$ cat src/rtl/unpooler_if.sv
// Streaming bus between the unpooler and its neighbours: pooled input side plus
// the expanded raster output side.
interface unpooler_if #(
   parameter int unsigned N = 8
);
   logic [N-1:0] data_in;
   logic         in_valid;
   logic         in_ready;
   logic [N-1:0] data_out;
   logic         valid_op;
   logic         end_op;

   modport master (
      output data_in, in_valid,
      input  in_ready, data_out, valid_op, end_op
   );

   modport slave (
      input  data_in, in_valid,
      output in_ready, data_out, valid_op, end_op
   );
endinterface

$ cat src/rtl/unpooler.sv
// Re-expands a raster stream of pooled values into an m x m map, either by
// nearest-neighbour replication or by zero insertion around the top-left pixel.
module unpooler #(
   parameter int unsigned m         = 12,
   parameter int unsigned p         = 3,
   parameter int unsigned N         = 8,
   parameter int unsigned ZERO_FILL = 0
) (
   input  logic       clk,
   input  logic       master_rst,
   input  logic       ce,
   unpooler_if.slave  bus
);
   localparam int unsigned W   = m / p;
   localparam int unsigned WIW = (W > 1) ? $clog2(W) : 1;
   localparam int unsigned CW  = (m > 1) ? $clog2(m) : 1;
   localparam int unsigned PW  = (p > 1) ? $clog2(p) : 1;

   localparam logic [WIW-1:0] W_LAST = WIW'(W - 1);
   localparam logic [CW-1:0]  M_LAST = CW'(m - 1);
   localparam logic [PW-1:0]  P_LAST = PW'(p - 1);

   localparam logic [0:0] LOAD = 1'b0;
   localparam logic [0:0] EMIT = 1'b1;

   logic [0:0]     state;
   logic [WIW-1:0] wr_idx;
   logic [CW-1:0]  col;
   logic [PW-1:0]  sub_col;
   logic [WIW-1:0] buf_idx;
   logic [PW-1:0]  rep;
   logic [WIW-1:0] prow;
   logic [N-1:0]   row_buf [W];
   logic [N-1:0]   pix;
   logic           xfer;

   assign bus.in_ready = ce && (state == LOAD);
   assign xfer         = bus.in_ready && bus.in_valid;

   // Row buffer carries no reset; its contents are always rewritten before use.
   always_ff @(posedge clk) begin
      if (xfer) begin
         row_buf[wr_idx] <= bus.data_in;
      end
   end

   always_comb begin
      pix = row_buf[buf_idx];
      if ((ZERO_FILL != 0) && ((rep != '0) || (sub_col != '0))) begin
         pix = '0;
      end
   end

   always_ff @(posedge clk or negedge master_rst) begin
      if (!master_rst) begin
         state        <= LOAD;
         wr_idx       <= '0;
         col          <= '0;
         sub_col      <= '0;
         buf_idx      <= '0;
         rep          <= '0;
         prow         <= '0;
         bus.data_out <= '0;
         bus.valid_op <= 1'b0;
         bus.end_op   <= 1'b0;
      end else begin
         bus.valid_op <= 1'b0;
         bus.end_op   <= 1'b0;
         if (ce) begin
            case (state)
               LOAD: begin
                  if (bus.in_valid) begin
                     if (wr_idx == W_LAST) begin
                        wr_idx <= '0;
                        state  <= EMIT;
                     end else begin
                        wr_idx <= wr_idx + 1'b1;
                     end
                  end
               end
               default: begin
                  bus.data_out <= pix;
                  bus.valid_op <= 1'b1;
                  // sub_col/buf_idx track col/p without a divider
                  if (sub_col == P_LAST) begin
                     sub_col <= '0;
                     buf_idx <= (col == M_LAST) ? '0 : buf_idx + 1'b1;
                  end else begin
                     sub_col <= sub_col + 1'b1;
                  end
                  if (col == M_LAST) begin
                     col <= '0;
                     if (rep == P_LAST) begin
                        rep   <= '0;
                        state <= LOAD;
                        if (prow == W_LAST) begin
                           prow       <= '0;
                           bus.end_op <= 1'b1;
                        end else begin
                           prow <= prow + 1'b1;
                        end
                     end else begin
                        rep <= rep + 1'b1;
                     end
                  end else begin
                     col <= col + 1'b1;
                  end
               end
            endcase
         end
      end
   end
endmodule

$ cat src/flat_wrapper.sv
// flat-port wrapper written by rule: the top's interface ports become plain ports
module unpooler_flat 
#(
   parameter int unsigned m         = 12,
   parameter int unsigned p         = 3,
   parameter int unsigned N         = 8,
   parameter int unsigned ZERO_FILL = 0
)
  (clk, master_rst, ce, bus_data_in, bus_in_valid, bus_in_ready, bus_data_out, bus_valid_op, bus_end_op);
  unpooler_if #(.N(N)) bus_i ();
  input  logic clk;
  input  logic master_rst;
  input  logic ce;
  input wire logic [$bits(bus_i.data_in)-1:0] bus_data_in;
  input wire logic [$bits(bus_i.in_valid)-1:0] bus_in_valid;
  output wire logic [$bits(bus_i.in_ready)-1:0] bus_in_ready;
  output wire logic [$bits(bus_i.data_out)-1:0] bus_data_out;
  output wire logic [$bits(bus_i.valid_op)-1:0] bus_valid_op;
  output wire logic [$bits(bus_i.end_op)-1:0] bus_end_op;
  assign bus_i.data_in = bus_data_in;
  assign bus_i.in_valid = bus_in_valid;
  assign bus_in_ready = bus_i.in_ready;
  assign bus_data_out = bus_i.data_out;
  assign bus_valid_op = bus_i.valid_op;
  assign bus_end_op = bus_i.end_op;
  unpooler #(.m(m), .p(p), .N(N), .ZERO_FILL(ZERO_FILL)) u_core (.clk(clk), .master_rst(master_rst), .ce(ce), .bus(bus_i));
endmodule
$ cat config.mk
export PLATFORM = sky130hd
export DESIGN_NAME = unpooler_flat
export DESIGN_NICKNAME = d
export VERILOG_FILES = /design/src/rtl/unpooler_if.sv /design/src/rtl/unpooler.sv /design/src/flat_wrapper.sv
export SDC_FILE = /design/constraint.sdc
export NUM_CORES = 1
export LEC_CHECK = 0
export CORE_MARGIN = 2
export CORE_UTILIZATION = 40
export CTS_BUF_LIST = sky130_fd_sc_hd__clkbuf_2 sky130_fd_sc_hd__clkbuf_4 sky130_fd_sc_hd__clkbuf_8
export CTS_CLUSTER_DIAMETER = 120
export DETAILED_ROUTE_END_ITERATION = 12
export GPL_TIMING_DRIVEN = 0
export SYNTH_ARGS = -nofsm -noshare
export SYNTH_HDL_FRONTEND = slang
export SYNTH_SLANG_ARGS = --single-unit
$ cat constraint.sdc
create_clock -name clk -period 3.1 [get_ports clk]
set_clock_uncertainty 0.05 [all_clocks]
set_input_delay 0.465 -clock clk [delete_from_list [all_inputs] [get_ports clk]]
set_output_delay 0.465 -clock clk [all_outputs]
set_load 0.01 [all_outputs]
==> results of run 1 <==
layout make-up:
type                       count  area [sq um]
multi-input combinational     88           661
fill                         461          2690
clock buffer                  10           131
clock inverter                 6          83.8
timing repair buffer          22           220
sequential                    57          1590
inverter                       7          26.3
tap                           72          90.1
buffer                         3          16.3
layer usage:
metal | part of all wire (%) | wire length (um) | track usage, %
met2 | 50 | 2150 | 24.0
met4 | 1.9 | 82 | 7.24
met1 | 44 | 1900 | 19.2
met3 | 4.3 | 186 | 4.52
met5 | 0 | 0 | 0
critical path, delay by kind of cell:
family	cells	cell delay, ps
simple gates	1	360
buf+inv	2	1150
per-stage QoR:
stage          cells  setup slack, ps  hold WS, ps  cell area (sq um)
3_5_place_dp     249              627          427               2600
5_1_grt          265              533          455               2820
2_1_floorplan    155             1560          119               2290
3_3_place_gp     249              682          417               2600
4_1_cts          265              612          443               2820
6_report         265              610          439               2820
worst max-delay path by stage:
stage / start / end / depth (start not counted)
2_1_floorplan: ce / u_core.row_buf[0][0] / 2
5_1_grt: ce / bus_in_ready / 3
3_3_place_gp: ce / bus_in_ready / 3
6_report: ce / bus_in_ready / 3
4_1_cts: ce / bus_in_ready / 3
3_5_place_dp: ce / bus_in_ready / 3
power by group:
part           internal (uW)  total (uW)  switching (uW)
Clock                    458         740             282
Combinational            294         608             313
Sequential               960        1080             121
synthesized netlist by cell type:
master	count
nor2b_1	1
or4b_1	1
nor4_4	1
nand3_1	3
nor2_1	5
mux2_2	6
buf_2	1
edfxtp_1	32
o221ai_1	8
o21ai_0	9
nand2_2	1
or3_1	1
a31oi_1	1
nand4b_1	1
nand3b_4	1
inv_1	7
buf_4	1
and3_1	4
ha_1	6
o311ai_0	1
nand2b_1	2
clkbuf_1	1
nand2_1	19
and2_1	1
dfrtp_1	25
mux2i_1	16
state kept, by name, indices dropped and copies added, names as in the netlist:
name and count:
u_core.prow 2, u_core.bus.end_op 1, u_core.rep 2, u_core.sub_col 2
u_core.col 4, u_core.bus.data_out 8, u_core.state 1, u_core.row_buf 32
u_core.buf_idx 2, u_core.wr_idx 2, u_core.bus.valid_op 1
logic make-up after synthesis:
logic type	count (synthesis)	synth area share [%]
compound gates	19	5.68
fa+ha+maj	6	3.28
buf+inv	10	1.86
flops	57	69.3
mux	22	9.94
simple gates	41	9.95
==> results.md, run 1 <==
* R2R depth at 2
* Crit. End Element: primary output
* Most common cell after layout, fill and taps aside: edfxtp_1
* Number of distinct library cells after synthesis at 26
* IO Pins at 23
* Final setup fails at 0
* Max Transition Viols Final at 0
* WS Path Type: in2out
* CTS-repair resized insts at 0
* Root Buffer: clkbuf_8
* Worst flop-to-flop path endpoint: u_core.row_buf[2][0]
* Detailed Route Iter0 Violations at 93
* Die H at 79.7 um
* Clk Latency, worst-skew pair at 330 ps
* TritonCTS clock tree: done
* Setup TNS at 0 ps
* Slew margin rel. at 19.3%
* Row Count at 27
* TritonCTS Buffers at 9
* Drt drc at 0
* Final wirelength at 4320 um
* Hold_sp: u_core.bus.data_out[2]
* Fin. Hold Viols at 0
* Synth area leaders: edfxtp_1 42%, dfrtp_1 27%, mux2i_1 7.0%
* Clock Pin Slew Worst Setup and Hold Paths at 60 ps
* Post-synth top area cell: edfxtp_1
* DR pass1 iterations at 4
* Tcrit/Tclk final at 80.3%
* Slew @ Worst Pin at 1210 ps
* Die area at 6350 sq um
* Initial antenna violation count at 0
* Critical R2R Launch: u_core.state
* CP max FO at 6
* Vias in the first global route at 1,361
* Syn Nets at 173
* Port Buffer Count at 22
* Crit-path slowest cell: clkdlybuf4s50_1
* Tot GR Track Use at 15.2%
* Overall power at 2430 uW
* Pwr dens at 863 nW/um^2
* Yosys warning total at 0
* Layout cells sized above 1 at 14.0%
* Pin count of the biggest net entering global routing at 26
* Area growth syn-to-layout at 23.0%
* P_leak at 0.00121 uW
* R2r setup slk at 1390 ps
* Antenna cells at 0
* WHS Endpoint: u_core.bus.data_out[2]
* Crit-path most repeated cell: clkdlybuf4s50_1
* Syn_area_per_cell at 14.8 sq um
* Post-route ant nets at 0
* Global route overflow at 0
* Starting Density at 41.6%
* RSZ-0062 raised after global routing: no
* Seq cells post-synth at 57
* Max-Cap Viols at 0
* CTS Buffer Depth at 2
* Startpoint types: primary input
* Die W at 79.7 um
* Worst hold stages at 2
* WP data required at 2580 ps
* Avg WL per Cell at 16.3 um
* IR drop worst, VDD at 0.415 mV
* Run status: finished clean
* Core Util, Final at 51.1%
* DP Wirelength at 2770 um
* Critical Path, Cell by Cell: clkdlybuf4s50_1 -> nor2b_1 -> clkdlybuf4s50_1
* Post-synth top area share at 42.0%
* First-pass GRT wire length at 6800 um
* Worst hold path class: reg2reg
* Fin crit period at 2490 ps
* Post-CTS setup buffers at 0
* Mean number of vias per cell at 5.14
* Core Area at 5510 sq um
* Hold buffers post-CTS at 0
* CTS Sinks at 57
* Worst Path Arrival at 1970 ps
* Vias at 1,361
* Synthesized cell area at 2290 sq um
* Depth of the CTS H-tree at 3
* Seq/Total Area, Yosys at 69.3%
* Post-Synthesis Cells at 155
* GPL Wtd Cong at 0.746
* Most frequent cells in the layout: 32 x edfxtp_1, 25 x dfrtp_1, 22 x clkdlybuf4s50_1, 19 x nand2_1, 16 x mux2i_1
* Max incr delay on CP at 610 ps
* FMAX at 0.402 GHz
* Final net count at 206
(Power assumes the default switching activity.)
==> run 2, diff against run 1 <==
- clock period: 3.1 -> 2.4 ns (I/O delays scaled with it)
==> results of run 2 <==
Same layout as run 1 (identical final DEF). Status: finished clean.
Main changes from that run: setup slack after placement 627 ps -> 137 ps; setup slack after layout 610 ps -> 120 ps; register-to-register setup slack 1390 ps -> 690 ps; total power 2430 uW -> 3140 uW; worst IR drop on VDD 0.415 mV -> 0.536 mV
